==> config.mk <==
export PLATFORM = sky130hd
export DESIGN_NAME = shift_add_multiplier
export DESIGN_NICKNAME = d
export VERILOG_FILES = /design/src/rtl/mul_pkg.sv /design/src/rtl/n_bit_adder.sv /design/src/rtl/shift_add_multiplier.sv
export SDC_FILE = /design/constraint.sdc
export NUM_CORES = 1
export LEC_CHECK = 0
export ABC_AREA = 1
export ABC_CLOCK_PERIOD_IN_PS = 6050
export BUFFER_PORTS_ARGS = -buffer_cell sky130_fd_sc_hd__buf_2
export CORE_ASPECT_RATIO = 1.25
export CORE_MARGIN = 2
export CORE_UTILIZATION = 50
export CTS_CLUSTER_SIZE = 14
export DETAILED_ROUTE_END_ITERATION = 16
export PLACE_DENSITY = 0.73
export RECOVER_POWER = 100
export SLEW_MARGIN = 20
export SYNTH_ARGS = -nofsm -noshare
export SYNTH_HDL_FRONTEND = slang
export SYNTH_SLANG_ARGS = --single-unit
==> constraint.sdc <==
create_clock -name clk -period 6.05 [get_ports clk]
set_input_delay 1.5125 -clock clk [delete_from_list [all_inputs] [get_ports clk]]
set_output_delay 1.5125 -clock clk [all_outputs]
set_load 0.005 [all_outputs]
==> src/rtl/mul_pkg.sv <==
// Shared definitions for the shift-add multiplier: FSM state encodings and
// the iteration counter width helper.
package mul_pkg;

    localparam logic [1:0] IDLE = 2'd0;
    localparam logic [1:0] RUN  = 2'd1;
    localparam logic [1:0] DONE = 2'd2;

    function automatic int count_width(input int n);
        return $clog2(n);
    endfunction

endpackage

==> src/rtl/n_bit_adder.sv <==
// Plain n-bit ripple-carry adder with no carry in and no carry out; used as
// the single shared partial-sum adder of the multiplier.
module n_bit_adder #(
    parameter int n = 16
) (
    input  logic [n-1:0] x,
    input  logic [n-1:0] y,
    output logic [n-1:0] sum
);

    // A scalar carry walked through the loop keeps the chain free of
    // combinational self-reference on a vector.
    always_comb begin
        logic carry;
        carry = 1'b0;
        sum   = '0;
        for (int i = 0; i < n; i++) begin
            sum[i] = x[i] ^ y[i] ^ carry;
            carry  = (x[i] & y[i]) | (carry & (x[i] ^ y[i]));
        end
    end

endmodule

==> src/rtl/shift_add_multiplier.sv <==
// Sequential unsigned NxN -> 2N multiplier, one partial product per cycle.
// Optional macro MUL_EARLY_TERM_EN ends RUN once the remaining multiplier bits are zero.
//
// state | meaning
// IDLE  | waiting for start; product holds the last result
// RUN   | one shift-add step per cycle through the shared adder
// DONE  | one-cycle done pulse; a new start here is accepted back-to-back
module shift_add_multiplier
    import mul_pkg::*;
#(
    parameter int N = 8
) (
    input  logic             clk,
    input  logic             reset,
    input  logic             start,
    input  logic [N-1:0]     a,
    input  logic [N-1:0]     b,
    output logic             ready,
    output logic             busy,
    output logic             done,
    output logic [2*N-1:0]   product
);

    localparam int              CW         = count_width(N);
    localparam logic [CW-1:0]   LAST_COUNT = CW'(N - 1);

    logic [1:0]     state;
    logic [2*N-1:0] acc;
    logic [2*N-1:0] mcand;
    logic [N-1:0]   mplier;
    logic [CW-1:0]  count;
    logic [2*N-1:0] addend;
    logic [2*N-1:0] acc_next;
    logic           load;
    logic           last_step;

    assign ready = (state == IDLE) || (state == DONE);
    assign busy  = (state == RUN);
    assign done  = (state == DONE);
    assign load  = start && ready;

    assign addend = mplier[0] ? mcand : '0;

    n_bit_adder #(.n(2 * N)) u_adder (
        .x   (acc),
        .y   (addend),
        .sum (acc_next)
    );

`ifdef MUL_EARLY_TERM_EN
    // Stop as soon as no set multiplier bits remain after this step.
    assign last_step = (count == LAST_COUNT) || (mplier[N-1:1] == '0);
`else
    assign last_step = (count == LAST_COUNT);
`endif

    always_ff @(posedge clk) begin
        if (reset) begin
            state <= IDLE;
        end else begin
            case (state)
                IDLE:    state <= start ? RUN : IDLE;
                RUN:     state <= last_step ? DONE : RUN;
                DONE:    state <= start ? RUN : IDLE;
                default: state <= IDLE;
            endcase
        end
    end

    always_ff @(posedge clk) begin
        if (reset) begin
            acc     <= '0;
            mcand   <= '0;
            mplier  <= '0;
            count   <= '0;
            product <= '0;
        end else if (load) begin
            acc    <= '0;
            mcand  <= {{N{1'b0}}, a};
            mplier <= b;
            count  <= '0;
        end else if (state == RUN) begin
            acc    <= acc_next;
            mcand  <= mcand << 1;
            mplier <= mplier >> 1;
            count  <= count + 1'b1;
            if (last_step) begin
                product <= acc_next;
            end
        end
    end

endmodule

==> qor.txt <==
Crit. End Element = flip-flop
Setup total negative slack = 0 ns
RSZ-0062 raised after global routing = true
ANT cells = 0
Met2 usage = 32.5%
Antenna Violating Nets Remaining = 0
Wirelength per Cell = 11.8 um
Fmax = 170 MHz
Clock sinks = 61
Drt total wl = 5.73 mm
Largest cells by area after synthesis = dfxtp_1 (43%), nand2_1 (17%), fa_1 (9.8%), inv_1 (6.6%), a21oi_1 (5.1%)
Area fraction of the dominant cell type after synthesis = 42.8%
H-tree depth = 3
Max incr delay on CP = 0.37 ns
CP Max Fanout = 3
Placed insts = 471
Port buffer count = 37
Largest net degree at the start of global routing = 46
DRC Markers = 0
Crit path time final = 5.87 ns
Routability congestion estimate = 0.770
Layout cell share with drive strength beyond 1 = 16.1%
Area delta synth->final = 14.0%
CP Class = reg2reg
Die span in y = 88.5 um
Worst ir drop on vdd = 0.000194 V
Final Hold Viols = 0
Worst path slowest cell = fa_2
Synthesized area = 2860 um2
GR peak layer = met2
R2R setup slack = 0.18 ns
Syn_nets = 423
Remaining Overflow, GRT = 0
Starting Density = 52.1%
Routed vias = 2,368
Status = completed
Critical path required time = 6.29 ns
Top cell by count, worst path = fa_2
Hold Crit Class = reg2reg
Switch share = 24.8%
Via/cell ratio = 4.86
Postcts setup bufs = 0
Root Driver = clkbuf_8
Fill cell count = 518
Cell count after synthesis = 387
Final Cycle Share = 97.1%
Synth area leader = dfxtp_1
Startpoint types = flip-flop
TritonRoute pass-1 iters = 4
WP data arrival = 6.11 ns
Slew @ Worst Pin = 0.954 ns
Iteration-0 DRC count of the detailed router = 134
Clock Latency Late Sink = 0.34 ns
First-pass GRT wire length = 9.85 mm
Number of maximum-capacitance violations = 0
Clock transition at path regs = 0.07 ns
Register area share after synthesis = 42.8%
Post-synthesis sequential element count = 61
Slew margin rel. = 36.2%
Met3 capacity usage during global routing = 3.99%
Power share of the clock group = 43.0%
Cts bufs inserted = 9
Leakage = 1.65 nW
Total power = 0.879 mW
Initial antenna violation count = 0
Die Area = 6330 um2
Sequential share of power = 48.2%
CTS tree = yes
Clock Path Buffers = 2
Top Ports = 38
Internal power = 0.661 mW
GRT Resource Usage Total = 20.0%
Layout Cells excl Fill = 487
Logic pwr share = 8.8%
Net load switching power = 0.218 mW
Row count = 30
YS warnings = 0
Nets = 454
Vias in the first global route = 2,219
Most frequent cells in the layout = nand2_1 (131), dfxtp_1 (61), inv_1 (51)
Max-slew violations = 0
Most common cell after layout, fill and taps aside = nand2_1
Synthesized area per cell = 7.38 um2
Synth cell types = 17
Final setup fails = 0
Final HPWL from detailed placement = 3.74 mm
Worst Skew = 0.00820 ns
Power Dens Cells = 270 nW/um2
Core Region = 5480 um2
GR met1 Demand/Resource = 25.5%
Die width = 71.6 um
-- repair_timing --
item / 4_1_cts / 5_1_grt
gates cloned: 0 / 0
setup endpoints to repair: 1 / 3
gates resized for setup: 1 / 5
hold buffers: 0 / 0
pin swaps: 0 / 0
-- path summary, 6_finish.rpt --
| path | start | to | cells past startpoint |
|---|---|---|---|
| max | mcand[0] | acc[15] | 25 |
| max reg2reg | mcand[0] | acc[15] | 25 |
| min | product[6] | product[6] | 2 |
| min reg2reg | product[6] | product[6] | 2 |
-- flip-flops by register name, indices dropped and copies added, names as in the netlist --
register,cells
product,16
mcand,16
mplier,8
state,2
count,3
acc,16
-- cell type report --
| class | count | area, um2 | share of cell area, % |
|---|---|---|---|
| Multi-Input combinational cell | 252 | 1350 | 41.4 |
| Sequential cell | 61 | 1220 | 37.5 |
| Inverter | 55 | 206 | 6.34 |
| Timing Repair Buffer | 39 | 191 | 5.88 |
| Clock buffer | 12 | 165 | 5.07 |
| Tap cell | 64 | 80.1 | 2.46 |
| Clock inverter | 4 | 45.0 | 1.38 |
-- kinds of logic after synthesis --
kind of cell	count (synthesis)	share of synthesized area, %
compound gates	42	7.36
xor+xnor	1	0.307
fa+ha+maj	17	11.1
buf+inv	74	11.6
flops	61	42.8
simple gates	192	26.9
-- routing by layer --
layer | wire (um) | up-vias
met5 | 0 | -
met1 | 2680 | 1071
li1 | - | 1235
met2 | 2680 | 53
met4 | 107 | 0
met3 | 255 | 9
-- power groups by stage --
stage | Sequential, mW | Clock, mW | Combinational, mW
2_1_floorplan | 0.430 | 0 | 0.0648
3_3_place_gp | 0.432 | 0 | 0.0762
3_5_place_dp | 0.433 | 0 | 0.0775
4_1_cts | 0.424 | 0.383 | 0.0781
5_1_grt | 0.425 | 0.403 | 0.0897
6_report | 0.424 | 0.378 | 0.0776
-- through the flow --
stage / area [um2] / util (%) / setup slack [ns] / hold WS, ns
after floorplan: 2890 / - / 0.000111 / 0.445
after global placement: 3040 / 55.4 / 0.138 / 0.456
after detailed placement: 3040 / 55.4 / 0.0533 / 0.458
after CTS: 3250 / 59.3 / 0.0466 / 0.469
after global routing: 3260 / 59.4 / -0.0268 / 0.484
final: 3260 / 59.4 / 0.176 / 0.464
-- critical path: cells and delay by family, from the launching register on --
family	cells	cell delay, ns
and+or+nand+nor	5	0.34
buffers and inverters	5	0.26
DFF	1	0.31
adders and majority gates	15	4.86
-- cell usage after synthesis, drive strengths merged --
| cell | count |
|---|---|
| ha | 3 |
| clkinv | 1 |
| dfxtp | 61 |
| xor2 | 1 |
| fa | 14 |
| nor2 | 30 |
| buf | 12 |
| inv | 54 |
| o21ai | 13 |
| nand2 | 133 |
| nand3 | 29 |
| clkbuf | 7 |
| a21oi | 29 |
Power figures use the tool's default switching activity.
